## src/rtl/arm_control_unit_if.sv

```systemverilog
`default_nettype none
// ============================================================================
//  Module   : arm_control_unit_if
//  Purpose  : Bundles the instruction/flag inputs and every datapath control
//             output of the ARM-subset control unit.
//  Ports    : Instr (32), Z/N/C/V ALU flags        -> control unit
//             PCSrc, RegSrc, RegWrite, ImmSrc, ALUSrc, ALUControl,
//             MemWrite, MemtoReg, pc_en, flags, halted, illegal
//                                                  <- control unit
//  Modports : master - datapath side (drives Instr and ALU flags)
//             slave  - control unit side
//  Revision : 1.0  initial release
// ============================================================================
interface arm_control_unit_if;
    logic [31:0] Instr;
    logic        Z;
    logic        N;
    logic        C;
    logic        V;
    logic        PCSrc;
    logic [1:0]  RegSrc;
    logic        RegWrite;
    logic [1:0]  ImmSrc;
    logic        ALUSrc;
    logic [1:0]  ALUControl;
    logic        MemWrite;
    logic        MemtoReg;
    logic        pc_en;
    logic [3:0]  flags;
    logic        halted;
    logic        illegal;

    modport master (
        output Instr, Z, N, C, V,
        input  PCSrc, RegSrc, RegWrite, ImmSrc, ALUSrc, ALUControl,
               MemWrite, MemtoReg, pc_en, flags, halted, illegal
    );

    modport slave (
        input  Instr, Z, N, C, V,
        output PCSrc, RegSrc, RegWrite, ImmSrc, ALUSrc, ALUControl,
               MemWrite, MemtoReg, pc_en, flags, halted, illegal
    );
endinterface
`default_nettype wire

```

## src/rtl/arm_control_unit.sv

```systemverilog
`default_nettype none
// ============================================================================
//  Module   : arm_control_unit
//  Purpose  : Control unit for the single-cycle ARM-subset datapath. Decodes
//             the current instruction, evaluates the condition field against
//             the NZCV register, owns that register, and runs a BOOT/RUN/HALT
//             sequencer that hides the instruction ROM read latency and stops
//             the core on halt (cond=1111) or unsupported encodings.
//  Ports    : clock  - single rising-edge clock
//             reset  - synchronous, active-high
//             bus    - arm_control_unit_if.slave (instruction, ALU flags in;
//                      datapath controls, flags, halted, illegal out)
//  Params   : BOOT_CYCLES (1..15) cycles spent in BOOT after reset
//             HALT_ON_NV  1: cond=1111 halts; 0: cond=1111 never executes
//  Revision : 1.0  initial release
// ============================================================================
module arm_control_unit #(
    parameter int BOOT_CYCLES = 1,
    parameter bit HALT_ON_NV  = 1'b1
) (
    input  wire logic         clock,
    input  wire logic         reset,
    arm_control_unit_if.slave bus
);

    typedef enum logic [1:0] {
        ST_BOOT = 2'd0,
        ST_RUN  = 2'd1,
        ST_HALT = 2'd2
    } state_t;

    localparam logic [3:0] c_BOOT_LAST = 4'(BOOT_CYCLES - 1);

    localparam logic [3:0] c_CMD_AND = 4'b0000;
    localparam logic [3:0] c_CMD_SUB = 4'b0010;
    localparam logic [3:0] c_CMD_ADD = 4'b0100;
    localparam logic [3:0] c_CMD_CMP = 4'b1010;
    localparam logic [3:0] c_CMD_ORR = 4'b1100;

    localparam logic [1:0] c_ALU_ADD = 2'b00;
    localparam logic [1:0] c_ALU_SUB = 2'b01;
    localparam logic [1:0] c_ALU_AND = 2'b10;
    localparam logic [1:0] c_ALU_ORR = 2'b11;

    state_t     r_state;
    state_t     w_state_nxt;
    logic [3:0] r_boot_cnt;
    logic [3:0] r_flags;        // {N,Z,C,V}
    logic       r_illegal;

    // Instruction fields
    logic [3:0] w_cond;
    logic [1:0] w_op;
    logic [3:0] w_cmd;
    logic       w_sbit;
    logic [3:0] w_rd;

    // Raw decode (before condition/halt gating)
    logic [1:0] w_regsrc;
    logic [1:0] w_immsrc;
    logic       w_alusrc;
    logic [1:0] w_aluctl;
    logic       w_memtoreg;
    logic       w_regw;
    logic       w_memw;
    logic       w_branch;
    logic       w_nowrite;
    logic       w_arith;
    logic       w_bad_enc;
    logic [1:0] w_flagw;
    logic       w_pcs;
    logic       w_cond_ex;
    logic       w_halt_req;
    logic       w_boot_done;

    // Gated outputs and register enables
    logic       w_pcsrc_o;
    logic       w_regwrite_o;
    logic       w_memwrite_o;
    logic [1:0] w_regsrc_o;
    logic [1:0] w_immsrc_o;
    logic       w_alusrc_o;
    logic [1:0] w_aluctl_o;
    logic       w_memtoreg_o;
    logic       w_pc_en_o;
    logic       w_nz_en;
    logic       w_cv_en;

    // Offset/immediate and Rn fields are consumed by the datapath only.
    logic       w_unused_fields;
    assign w_unused_fields = ^{bus.Instr[19:16], bus.Instr[11:0]};

    assign w_cond      = bus.Instr[31:28];
    assign w_op        = bus.Instr[27:26];
    assign w_cmd       = bus.Instr[24:21];
    assign w_sbit      = bus.Instr[20];
    assign w_rd        = bus.Instr[15:12];
    assign w_boot_done = (r_boot_cnt == c_BOOT_LAST);

    // ------------------------------------------------------------------
    // Main + ALU decode
    // ------------------------------------------------------------------
    always_comb begin
        w_regsrc   = 2'b00;
        w_immsrc   = 2'b00;
        w_alusrc   = 1'b0;
        w_aluctl   = c_ALU_ADD;
        w_memtoreg = 1'b0;
        w_regw     = 1'b0;
        w_memw     = 1'b0;
        w_branch   = 1'b0;
        w_nowrite  = 1'b0;
        w_arith    = 1'b0;
        w_bad_enc  = 1'b0;
        case (w_op)
            2'b00: begin
                w_alusrc = bus.Instr[25];
                w_regw   = 1'b1;
                case (w_cmd)
                    c_CMD_ADD: begin w_aluctl = c_ALU_ADD; w_arith = 1'b1; end
                    c_CMD_SUB: begin w_aluctl = c_ALU_SUB; w_arith = 1'b1; end
                    c_CMD_AND: w_aluctl = c_ALU_AND;
                    c_CMD_ORR: w_aluctl = c_ALU_ORR;
                    c_CMD_CMP: begin
                        w_aluctl  = c_ALU_SUB;
                        w_arith   = 1'b1;
                        w_nowrite = 1'b1;
                    end
                    default:   w_bad_enc = 1'b1;
                endcase
            end
            2'b01: begin
                // Instr[20] is the L bit: LDR reads Rd-from-memory, STR
                // needs Rd on the second read port for the store data.
                w_immsrc   = 2'b01;
                w_alusrc   = 1'b1;
                w_memtoreg = bus.Instr[20];
                w_regw     = bus.Instr[20];
                w_memw     = ~bus.Instr[20];
                w_regsrc   = bus.Instr[20] ? 2'b00 : 2'b10;
            end
            2'b10: begin
                w_regsrc = 2'b01;
                w_immsrc = 2'b10;
                w_alusrc = 1'b1;
                w_branch = 1'b1;
            end
            default: w_bad_enc = 1'b1;
        endcase
    end

    assign w_flagw    = (w_op == 2'b00) ? {w_sbit, w_sbit & w_arith} : 2'b00;
    assign w_pcs      = w_branch | (w_regw & (w_rd == 4'hF));
    assign w_halt_req = w_bad_enc | (HALT_ON_NV && (w_cond == 4'hF));

    // ------------------------------------------------------------------
    // Condition check on the registered (pre-update) flags
    // ------------------------------------------------------------------
    always_comb begin
        w_cond_ex = 1'b0;
        case (w_cond)
            4'h0: w_cond_ex = r_flags[2];
            4'h1: w_cond_ex = ~r_flags[2];
            4'h2: w_cond_ex = r_flags[1];
            4'h3: w_cond_ex = ~r_flags[1];
            4'h4: w_cond_ex = r_flags[3];
            4'h5: w_cond_ex = ~r_flags[3];
            4'h6: w_cond_ex = r_flags[0];
            4'h7: w_cond_ex = ~r_flags[0];
            4'h8: w_cond_ex = r_flags[1] & ~r_flags[2];
            4'h9: w_cond_ex = ~r_flags[1] | r_flags[2];
            4'hA: w_cond_ex = (r_flags[3] == r_flags[0]);
            4'hB: w_cond_ex = (r_flags[3] != r_flags[0]);
            4'hC: w_cond_ex = ~r_flags[2] & (r_flags[3] == r_flags[0]);
            4'hD: w_cond_ex = r_flags[2] | (r_flags[3] != r_flags[0]);
            4'hE: w_cond_ex = 1'b1;
            default: w_cond_ex = 1'b0;   // NV never executes
        endcase
    end

    // ------------------------------------------------------------------
    // Sequencer next-state and output gating
    // ------------------------------------------------------------------
    always_comb begin
        w_state_nxt  = r_state;
        w_pcsrc_o    = 1'b0;
        w_regwrite_o = 1'b0;
        w_memwrite_o = 1'b0;
        w_regsrc_o   = 2'b00;
        w_immsrc_o   = 2'b00;
        w_alusrc_o   = 1'b0;
        w_aluctl_o   = 2'b00;
        w_memtoreg_o = 1'b0;
        w_pc_en_o    = 1'b0;
        w_nz_en      = 1'b0;
        w_cv_en      = 1'b0;
        case (r_state)
            ST_BOOT: begin
                // PC advances in the last BOOT cycle so the ROM presents
                // word 0 in the first RUN cycle.
                w_pc_en_o = w_boot_done;
                if (w_boot_done) begin
                    w_state_nxt = ST_RUN;
                end
            end
            ST_RUN: begin
                w_pc_en_o    = 1'b1;
                w_regsrc_o   = w_regsrc;
                w_immsrc_o   = w_immsrc;
                w_alusrc_o   = w_alusrc;
                w_aluctl_o   = w_aluctl;
                w_memtoreg_o = w_memtoreg;
                if (w_halt_req) begin
                    w_state_nxt = ST_HALT;
                end else begin
                    w_pcsrc_o    = w_pcs & w_cond_ex;
                    w_regwrite_o = w_regw & w_cond_ex & ~w_nowrite;
                    w_memwrite_o = w_memw & w_cond_ex;
                    w_nz_en      = w_flagw[1] & w_cond_ex;
                    w_cv_en      = w_flagw[0] & w_cond_ex;
                end
            end
            ST_HALT: begin
                w_state_nxt = ST_HALT;
            end
            default: w_state_nxt = ST_BOOT;
        endcase
        if (reset) begin
            w_pcsrc_o    = 1'b0;
            w_regwrite_o = 1'b0;
            w_memwrite_o = 1'b0;
            w_regsrc_o   = 2'b00;
            w_immsrc_o   = 2'b00;
            w_alusrc_o   = 1'b0;
            w_aluctl_o   = 2'b00;
            w_memtoreg_o = 1'b0;
            w_pc_en_o    = 1'b0;
            w_nz_en      = 1'b0;
            w_cv_en      = 1'b0;
        end
    end

    // ------------------------------------------------------------------
    // State, boot counter, NZCV and sticky illegal flag
    // ------------------------------------------------------------------
    always_ff @(posedge clock) begin
        if (reset) begin
            r_state    <= ST_BOOT;
            r_boot_cnt <= 4'd0;
            r_flags    <= 4'b0000;
            r_illegal  <= 1'b0;
        end else begin
            r_state <= w_state_nxt;
            if (r_state == ST_BOOT) begin
                r_boot_cnt <= r_boot_cnt + 4'd1;
            end
            if (w_nz_en) begin
                r_flags[3] <= bus.N;
                r_flags[2] <= bus.Z;
            end
            if (w_cv_en) begin
                r_flags[1] <= bus.C;
                r_flags[0] <= bus.V;
            end
            if ((r_state == ST_RUN) && w_bad_enc) begin
                r_illegal <= 1'b1;
            end
        end
    end

    assign bus.PCSrc      = w_pcsrc_o;
    assign bus.RegSrc     = w_regsrc_o;
    assign bus.RegWrite   = w_regwrite_o;
    assign bus.ImmSrc     = w_immsrc_o;
    assign bus.ALUSrc     = w_alusrc_o;
    assign bus.ALUControl = w_aluctl_o;
    assign bus.MemWrite   = w_memwrite_o;
    assign bus.MemtoReg   = w_memtoreg_o;
    assign bus.pc_en      = w_pc_en_o;
    assign bus.flags      = reset ? 4'b0000 : r_flags;
    assign bus.halted     = ~reset & (r_state == ST_HALT);
    assign bus.illegal    = ~reset & r_illegal;

endmodule
`default_nettype wire
```

## src/flat_wrapper.sv

```systemverilog
// flat-port wrapper written by rule: the top's interface ports become plain ports
module arm_control_unit_flat 
#(
    parameter int BOOT_CYCLES = 1,
    parameter bit HALT_ON_NV  = 1'b1
)
  (clock, reset, bus_Instr, bus_Z, bus_N, bus_C, bus_V, bus_PCSrc, bus_RegSrc, bus_RegWrite, bus_ImmSrc, bus_ALUSrc, bus_ALUControl, bus_MemWrite, bus_MemtoReg, bus_pc_en, bus_flags, bus_halted, bus_illegal);
  arm_control_unit_if bus_i ();
  input  wire logic clock;
  input  wire logic reset;
  input wire logic [$bits(bus_i.Instr)-1:0] bus_Instr;
  input wire logic [$bits(bus_i.Z)-1:0] bus_Z;
  input wire logic [$bits(bus_i.N)-1:0] bus_N;
  input wire logic [$bits(bus_i.C)-1:0] bus_C;
  input wire logic [$bits(bus_i.V)-1:0] bus_V;
  output wire logic [$bits(bus_i.PCSrc)-1:0] bus_PCSrc;
  output wire logic [$bits(bus_i.RegSrc)-1:0] bus_RegSrc;
  output wire logic [$bits(bus_i.RegWrite)-1:0] bus_RegWrite;
  output wire logic [$bits(bus_i.ImmSrc)-1:0] bus_ImmSrc;
  output wire logic [$bits(bus_i.ALUSrc)-1:0] bus_ALUSrc;
  output wire logic [$bits(bus_i.ALUControl)-1:0] bus_ALUControl;
  output wire logic [$bits(bus_i.MemWrite)-1:0] bus_MemWrite;
  output wire logic [$bits(bus_i.MemtoReg)-1:0] bus_MemtoReg;
  output wire logic [$bits(bus_i.pc_en)-1:0] bus_pc_en;
  output wire logic [$bits(bus_i.flags)-1:0] bus_flags;
  output wire logic [$bits(bus_i.halted)-1:0] bus_halted;
  output wire logic [$bits(bus_i.illegal)-1:0] bus_illegal;
  assign bus_i.Instr = bus_Instr;
  assign bus_i.Z = bus_Z;
  assign bus_i.N = bus_N;
  assign bus_i.C = bus_C;
  assign bus_i.V = bus_V;
  assign bus_PCSrc = bus_i.PCSrc;
  assign bus_RegSrc = bus_i.RegSrc;
  assign bus_RegWrite = bus_i.RegWrite;
  assign bus_ImmSrc = bus_i.ImmSrc;
  assign bus_ALUSrc = bus_i.ALUSrc;
  assign bus_ALUControl = bus_i.ALUControl;
  assign bus_MemWrite = bus_i.MemWrite;
  assign bus_MemtoReg = bus_i.MemtoReg;
  assign bus_pc_en = bus_i.pc_en;
  assign bus_flags = bus_i.flags;
  assign bus_halted = bus_i.halted;
  assign bus_illegal = bus_i.illegal;
  arm_control_unit #(.BOOT_CYCLES(BOOT_CYCLES), .HALT_ON_NV(HALT_ON_NV)) u_core (.clock(clock), .reset(reset), .bus(bus_i));
endmodule
```

## config.mk

```make
export PLATFORM = sky130hd
export DESIGN_NAME = arm_control_unit_flat
export DESIGN_NICKNAME = d
export VERILOG_FILES = /design/src/rtl/arm_control_unit_if.sv /design/src/rtl/arm_control_unit.sv /design/src/flat_wrapper.sv
export SDC_FILE = /design/constraint.sdc
export NUM_CORES = 1
export LEC_CHECK = 0
export ABC_AREA = 1
export ABC_CLOCK_PERIOD_IN_PS = 1700
export BUFFER_PORTS_ARGS = -buffer_cell sky130_fd_sc_hd__buf_2
export CAP_MARGIN = 20
export CELL_PAD_IN_SITES_DETAIL_PLACEMENT = 0
export CELL_PAD_IN_SITES_GLOBAL_PLACEMENT = 1
export CORE_ASPECT_RATIO = 0.7
export CORE_MARGIN = 2
export CORE_UTILIZATION = 29
export CTS_CLUSTER_SIZE = 14
export DETAILED_ROUTE_END_ITERATION = 7
export PLACE_DENSITY_LB_ADDON = 0.08
export RECOVER_POWER = 50
export SYNTH_ARGS = -nofsm -noshare
export SYNTH_HDL_FRONTEND = slang
export SYNTH_SLANG_ARGS = --single-unit
export TNS_END_PERCENT = 50
```

## constraint.sdc

```tcl
create_clock -name clock -period 1.7 [get_ports clock]
set_clock_uncertainty 0.1 [all_clocks]
set_input_delay 0.17 -clock clock [delete_from_list [all_inputs] [get_ports clock]]
set_output_delay 0.17 -clock clock [all_outputs]
set_load 0.01 [all_outputs]
```

Word-level counts from Yosys, hierarchy flattened. Cells that the tools add are included.

Bits in registers: 11. Input port bits: 38. Output and inout bits: 18.

$add $sub $neg: 1. Equal/unequal tests: 28. Multiplexer cells: 49. Bitwise operators: 23. Reductions and logical operators: 11.

Operators with widths (number): equality test 4 bit (second input constant) (11); 2-to-1 mux 1 bit (28); 2-to-1 mux 2 bit (11); equality test 4 x 3 -> 1 bit (second input constant) (5); one-hot mux 1 bit (15 select lines) (1); bitwise AND 1 bit (12); equality test 4 x 2 -> 1 bit (second input constant) (3); zero test 4 bit (3); one-hot mux 2 bit (3 select lines) (2); one-hot mux 1 bit (2 select lines) (4); one-hot mux 2 bit (2 select lines) (2); inverter 1 bit (7); OR reduction 5 bit (1); adder 4 x 1 -> 4 bit (second input constant) (1); equality test 2 x 1 -> 1 bit (second input constant) (2); equality test 2 bit (second input constant) (2); equality test 4 x 1 -> 1 bit (second input constant) (1); zero test 2 bit (2); 2-to-1 mux 4 bit (1); inequality test 2 x 1 -> 1 bit (second input constant) (2); bitwise OR 1 bit (4); OR reduction 2 bit (2); OR reduction 3 bit (1); AND reduction 2 bit (1); 3 further kinds (3).

Logic depth before layout (Yosys ltp). Gate-level depths: netlist (run 1).

Word-level depth: 10. Mapped depth: 13. Depth with buffers taken out: 13.

Worst setup path after synthesis (run 1). OpenSTA, ideal clock, no wires.

Kind: register -> output. Start: register u_core.r_state[1]. End: output bus_MemWrite. Arrival time: 1.408 ns. Setup slack: 0.022 ns. Stages on the path, launching flop included: 8. Path buffers: 0. Cell sequence: dfxtp_1 -> inv_1 -> ha_1 -> inv_1 -> nor2_8 -> inv_1 -> nor3_1 -> and3_2.

Cells in the longest elaborated chain, start to end: 3.

Ends and longest elaborated chain: from (decl) (RTL line arm_control_unit.sv:45) `state_t r_state;`; from (signal assigned) (RTL line arm_control_unit.sv:253) `r_state <= w_state_nxt;`; equality test 2 x 1 -> 1 bit (RTL line arm_control_unit.sv:197) `case (r_state)`; 2-to-1 mux 1 bit (RTL line arm_control_unit.sv:197); 2-to-1 mux 1 bit (RTL line arm_control_unit.sv:228) `if (reset) begin`; to (decl) (RTL line flat_wrapper.sv:22) `output wire logic [$bits(bus_i.MemWrite)-1:0] bus_MemWrite;`.

Every way passes these cells.

Worst setup path after layout (run 1).
Start: register u_core.r_flags[3]. End: output bus_RegWrite.

Cells in the longest elaborated chain, start to end: 8. Elaborated cells between the ends (all ways): 11.

Ends and longest elaborated chain: from (decl) (RTL line arm_control_unit.sv:48) `logic [3:0] r_flags;`; from (signal assigned) (RTL line arm_control_unit.sv:258) `r_flags[3] <= bus.N;`; inequality test 1 bit or equality test 1 bit (tied branches); bitwise OR 1 bit or bitwise AND 1 bit (tied branches) (RTL line arm_control_unit.sv:175, arm_control_unit.sv:174); one-hot mux 1 bit (15 select lines) * (RTL line arm_control_unit.sv:161) `case (w_cond)`; bitwise AND 1 bit * (2 in a row) (RTL line arm_control_unit.sv:217) `w_regwrite_o = w_regw & w_cond_ex & ~w_nowrite;`; 2-to-1 mux 1 bit * (RTL line arm_control_unit.sv:213) `if (w_halt_req) begin`; 2-to-1 mux 1 bit * (RTL line arm_control_unit.sv:197); 2-to-1 mux 1 bit * (RTL line arm_control_unit.sv:228); to (decl) (RTL line flat_wrapper.sv:18) `output wire logic [$bits(bus_i.RegWrite)-1:0] bus_RegWrite;`.

Every way passes the cells marked *; elsewhere a longest branch is shown, timed or not.

==> results of run 1 <==
[power by group]
part	switching, mW	internal [mW]	total [mW]
clock	0.0932	0.164	0.257
sequential	0.0384	0.314	0.353
combinational	0.379	0.270	0.650
total	0.511	0.749	1.26
[cells by family after synthesis]
| family | share of synthesized area [%] |
|---|---|
| AND/OR/NAND/NOR | 45.9 |
| buffers and inverters | 13.4 |
| AO/OA/AOI/OAI | 11.1 |
| flip-flops | 19.6 |
| adder cells (fa/ha/maj) | 10.0 |
[state kept, by name, indices dropped and copies added, names as in the netlist]
| name | cells |
|---|---|
| u_core.r_state | 2 |
| u_core.r_flags | 4 |
| u_core.r_illegal | 1 |
| u_core.r_boot_cnt | 4 |
[layout make-up]
class | count | share of cell area (%)
Timing Repair Buffer | 54 | 19.4
Tap cell | 50 | 3.87
Multi-Input combinational cell | 135 | 51.0
Sequential cell | 11 | 14.0
Clock buffer | 4 | 2.79
Inverter | 37 | 8.91
[cells in the mapped netlist (all sizes together)]
cell type / n
a21oi: 11
and3: 1
buf: 1
clkbuf: 1
clkinv: 1
dfxtp: 11
ha: 9
inv: 36
nand2: 53
nand3: 10
nand4: 6
nor2: 28
nor3: 4
o211ai: 1
o21a: 2
o21ai: 8
o31ai: 1
or2: 1
[critical path, cell delays in order, from the launching register on]
cell      delay (ns)
dfxtp_4         0.35
inv_4           0.06
nand2_2         0.05
nand2_2         0.08
nand2_2         0.06
nand3_1         0.08
nand2_2         0.07
nor2_4          0.12
nand2_4         0.08
o211ai_1        0.08
nor2_1          0.05
buf_2           0.14
[per-layer routing]
metal,GRT usage (%),vias up
li1,-,687
met1,19.9,525
met2,22.0,32
met3,2.76,4
met4,3.76,0
met5,0,-
[timing repair]
item,CTS,global route
gates resized for setup,20,13
endpoints found under the setup margin,7,14
pin swaps,5,2
endpoints found under the hold margin,0,0
setup buffers,9,1
[worst max-delay path by stage]
stage	start	endpoint	slack (ns)
after floorplan	u_core.r_state[1]	bus_MemWrite	0.02
after global placement	bus_Instr[27]	bus_MemWrite	0.03
after detailed placement	bus_Instr[27]	bus_MemWrite	0.03
after CTS	u_core.r_flags[3]	bus_RegWrite	-0.05
after global routing	u_core.r_flags[0]	bus_RegWrite	-0.16
final	u_core.r_flags[3]	bus_RegWrite	-0.04
[metrics by stage]
stage / total power, mW / hold slack, ns / instance area, sq um
floorplan: 0.738 / 0.205 / 1120
global placement: 0.905 / 0.315 / 1420
detailed placement: 0.917 / 0.320 / 1420
CTS: 1.27 / 0.0640 / 1580
global route: 1.39 / 0.0732 / 1620
finish: 1.26 / 0.0674 / 1620
==> metrics, run 1 <==
outcome finished with violations; violated checks negative setup slack; Core Area 0.00363 sq mm; pre-CTS setup slack approximately 0.028 ns; most frequent cells in the layout nand2_1 (44), buf_2 (32), inv_1 (27), nor2_1 (23), buf_4 (13); min Tclk post-route 1.74 ns; setup_tns -0.0620 ns; clk buf depth 2; first-pass GRT wire length between 5 and 6 mm; Synth area leaders dfxtp_1 (20%), nand2_1 (17%), inv_1 (10%), ha_1 (10%), nor2_1 (7.7%); Filler cells 403; FMAX about 580 MHz; post-route setup slack -0.0352 ns; Post-Synthesis Cells 185; Clock Latency Late Sink ~0.24 ns; post-synthesis sequential area ratio about a fifth; layout cell share with drive strength beyond 1 a little under two fifths; Mapped Nets 232; DRC Markers 0; Die W approximately 78 microns; Total Routed Length approximately 2.9 mm; GRT overflow 0; htree depth 1; Crit Path Max Fanout 4; P per Cell Area between 700 and 800 mW/mm^2; met2 wire length approximately 1.2 mm; via count ~1200; Mapped Area between 0.001 and 0.0015 sq mm; internal reg-to-reg setup slack 0.17 ns; Root Driver clkbuf_8; #FFs+latches synth 11; arrival time at the worst endpoint 1.47 ns; required time of the critical path 1.43 ns; HP Start bus_N; num ports between 50 and 60; final net count between 200 and 300; worst-case vdd ir drop 0.694 mV; Initial DRT Pass Iterations 4; antenna violations before repair 0; vias per cell approximately 4.3; dpl hpwl 2.36 mm; share of the synthesized area in the top cell type 19.6%; Final Core Density approximately 45%; CTS tree built; Slew HR roughly four fifths; max layer used met4; wire per inst 9.84 microns; post-synth top area cell dfxtp_1; Antenna diodes 0; max-slew violation count 0; violation count after the first detailed-route iteration 36; CP Class flip-flop to primary output; All-Layer GR Usage between 10% and 20%; FP Rows 18; Starting Density a little under a third; unrepaired setup endpoints after global routing yes; Hold Path Stages 3; area of the multi-input gates 823 sq um; register area about 230 sq um; Min-Delay Endpoint u_core.r_flags[3]; Max Cap Viol 0; RR Endpoint u_core.r_flags[3]; Lkg Pwr approximately 0.85 nW; Yosys warnings 0; Tightest Pin Transition 0.296 ns; post-route insts no fill about 290; crit path launch type flip-flop; Area Growth Syn to Fin 43.8%; final setup fails 2; Final ANT Viol Nets 0; largest net degree at the start of global routing 14; clk sink count 11; Mean Syn Cell Area roughly 6.1 sq um; CTS Buf Count 3; M1 WL around 1.4 mm; RePlAce Congestion 0.772; FF-to-FF path depth 13; number of global-route vias before repair 1123; most common library cell in the layout ignoring fill and taps nand2_1; die area between 0.004 and 0.005 sq mm; Hold Vio Cnt, Final 0; Port-buffer cells 39; Unique masters post-synth 28; clock transition at the registers of the reported paths about 0.05 ns; hold-fix buffer count after cts 0; die height approximately 56 microns; endpoint type of the worst setup path primary output; routed wl met3 ~160 microns; Tcrit/Tclk final 102%; Inst Count DP 278; RR Startpoint u_core.r_flags[3]; worst min-delay path class primary input to flip-flop
No activity file was read; power rests on OpenSTA's default activity.
==> inputs of run 2 (changes only) <==
Settings changed: ABC_AREA 1 to not set, CORE_UTILIZATION 29 to 30.
==> run 2 against run 1 <==
  * Count of clock-buffer cells in the layout is the same
  * Critical endpoint unchanged
  * Worst hold slack lost 0.0016 ns
  * The flow still finishes with violations (negative setup slack)
  * Total power grew 1.7%
==> metrics, run 2 <==
Final ANT Viol Nets 0; final setup fails 7; final net count 249; antenna violations before repair 0; number of global-route vias before repair between 1000 and 1500; unrepaired setup endpoints after global routing yes; arrival time at the worst endpoint approximately 1.8 ns; clk buf depth 2; FP Rows 17; Post-Synthesis Cells 136; Final Core Density around half; Yosys warnings 0; Initial DRT Pass Iterations 4; min Tclk post-route slightly above 2 ns; crit path launch type flip-flop; Pwr Total between 1 and 1.5 mW; endpoint type of the worst setup path primary output; NetSw about 470 uW; Mapped Nets ~180; P per Cell Area 797 mW/mm^2; Filler cells ~320; clk sink count 11; vias per cell around 4.8; layout cell share with drive strength beyond 1 44.3%; worst-case vdd ir drop between 0.6 and 0.7 mV; clock transition at the registers of the reported paths approximately 0.050 ns; grt met3 use 4.38%; max-slew violation count 0; worst min-delay path class primary input to flip-flop; Total Routed Length slightly below 3 mm; Hold Vio Cnt, Final 0; Crit Path Max Fanout 4; Max stage delay on crit path roughly 0.36 ns; Clock Latency Late Sink approximately 0.24 ns; All-Layer GR Usage approximately 16%; leading registers by flop count u_core.r_boot_cnt: 4 flops, u_core.r_flags: 4 flops, u_core.r_state: 2 flops; Mapped Area between 0.001 and 0.0015 sq mm; Starting Density 32.1%; DRC Markers 0; Port-buffer cells 39; GRT overflow 0; Root Driver clkbuf_8; post-route setup slack -0.351 ns; required time of the critical path between 1 and 1.5 ns; Adder-Cell Fraction of Synth Area around 11%; grt peak-use layer met2; largest net degree at the start of global routing 17; Slew HR between 70% and 80%; hold slack final roughly 0.066 ns; #FFs+latches synth 11; fin area about 0.0016 sq mm; die area a little under 0.004 sq mm; RePlAce Congestion slightly above 0.7; commonest cells in the netlist nor2_1 (15), nand2_1 (13), dfxtp_1 (11), inv_1 (11), nor2b_1 (10); Net Sw Frac around 36%; Tightest Pin Transition 0.368 ns; CTS Buf Count 3; CTS tree built; post-route insts no fill between 200 and 250; Tcrit/Tclk final 121%; violated checks negative setup slack; count leader, synth nor2_1; post-synthesis sequential area ratio a little over a fifth; Pint between 800 and 900 uW; Post-DP Area between 0.001 and 0.0015 sq mm; pre-CTS setup slack -0.326 ns; via count around 1200; Mean Syn Cell Area 7.57 sq um; Antenna diodes 0; post-synth top area cell dfxtp_1; Compound-Gate Fraction of Synth Area between 10% and 20%; Slowest cell on crit path or3_4; Synth area leaders dfxtp_1 (21%), ha_1 (11%), nor2b_1 (6.1%), nor2_1 (5.5%), nand2_1 (4.7%); mux contribution to synthesized area between 6 and 7%; Unique masters post-synth 40; Inst Count DP approximately 240; Synth Area in XOR/XNOR 4.25%; met2 usage a little over a quarter; die height around 53 microns; sequential power share approximately 28%; outcome finished with violations; Simple-Gate Fraction of Synth Area between 30% and 40%; htree depth 1; most common library cell in the layout ignoring fill and taps buf_2; first-pass GRT wire length about 4.9 mm; combinational family with the most area after synthesis simple AND/OR/NAND/NOR gates; Area Growth Syn to Fin 56.1%; FMAX 488 MHz; most frequent cells in the layout buf_2 (36), buf_4 (27), nor2_1 (15), nand2_1 (11); hold-fix buffer count after cts 0; num ports 56; Core Area ~0.0032 sq mm; Logic pwr share 50.8%; met1 GRT Util a little over a fifth; critical-path cell list xnor2_1 > mux2_4 > nor3b_4 > or3_4 > nand2_4 > a311oi_2 > buf_2; share of the synthesized area in the top cell type 21.4%; prevailing post-synth register cell dfxtp_1; dpl hpwl about 2.4 mm; clock power share between 20% and 30%; number of enable flip-flop cells after synthesis 0; violation count after the first detailed-route iteration 62; Lkg Pwr about 0.77 nW; Post-synth ARST share 0%; Max Cap Viol 0; CP Class flip-flop to primary output; wire per inst ~12 microns; Die W between 70 and 80 microns; setup_tns -1.89 ns
==> run 2: cell types whose count changed after synthesis, moves of 3 or more <==
cell and delta:
inv_2 -5, mux2i_1 +3, inv_1 -20, a21oi_1 -3, o21ai_0 -4, nor2b_1 +10, xor2_1 +3, buf_2 +4
nand2_1 -37, nand3_1 -7, nor2_1 -8
==> run 2: power by group through the flow <==
stage          Combinational (mW)  Clock, mW  Sequential (mW)
2_1_floorplan               0.378          0            0.355
3_3_place_gp                0.589          0            0.359
3_5_place_dp                0.601          0            0.360
4_1_cts                     0.630      0.276            0.358
5_1_grt                     0.745      0.291            0.375
6_report                    0.651      0.265            0.366
==> run 2: logic make-up (layout without fill, tap and decap cells) <==
kind of cell,after synthesis,count (layout)
simple gates,63,63
compound gates,24,24
buf+inv,18,83
flops,11,11
fa+ha+maj,9,9
mux,6,6
xor+xnor,5,5
==> run 2: metal layers <==
| metal | routed length, microns | part of all wire, % |
|---|---|---|
| met3 | 205 | 6.9 |
| met4 | 12 | 0.40 |
| met5 | 0 | 0 |
| met1 | 1460 | 49 |
| met2 | 1290 | 43 |
==> run 2: layout make-up <==
type                       count  area [sq um]  share of cell area (%)
timing repair buffer          68           402                    25.0
clock buffer                   4          45.0                    2.80
inverter                      11          41.3                    2.57
multi-input combinational    107           836                    52.0
tap                           47          58.8                    3.66
sequential                    11           225                    14.0
==> run 2: worst paths after layout <==
kind                                             end  slack (ns)                 start  depth (start not counted)
worst max register to register     u_core.r_flags[3]       -0.34     u_core.r_flags[0]                          7
worst min register to register  u_core.r_boot_cnt[0]        0.44  u_core.r_boot_cnt[0]                          2
worst max-delay path                    bus_RegWrite       -0.35     u_core.r_flags[0]                          7
worst min-delay path               u_core.r_flags[3]        0.07                 bus_N                          2
==> run 2: critical path, delay by kind of cell (launching register included) <==
family                 cells  cell delay, ns
AND/OR/NAND/NOR            3            0.61
flip-flops                 1            0.33
multiplexers               1            0.29
buffers and inverters      1            0.15
XOR/XNOR                   1            0.12
AO/OA/AOI/OAI              1            0.04
==> run 2: what timing repair did <==
action,in CTS,in global routing
endpoints found under the setup margin,7,15
setup buffers,1,0
pin swaps,7,3
resized for setup,16,11
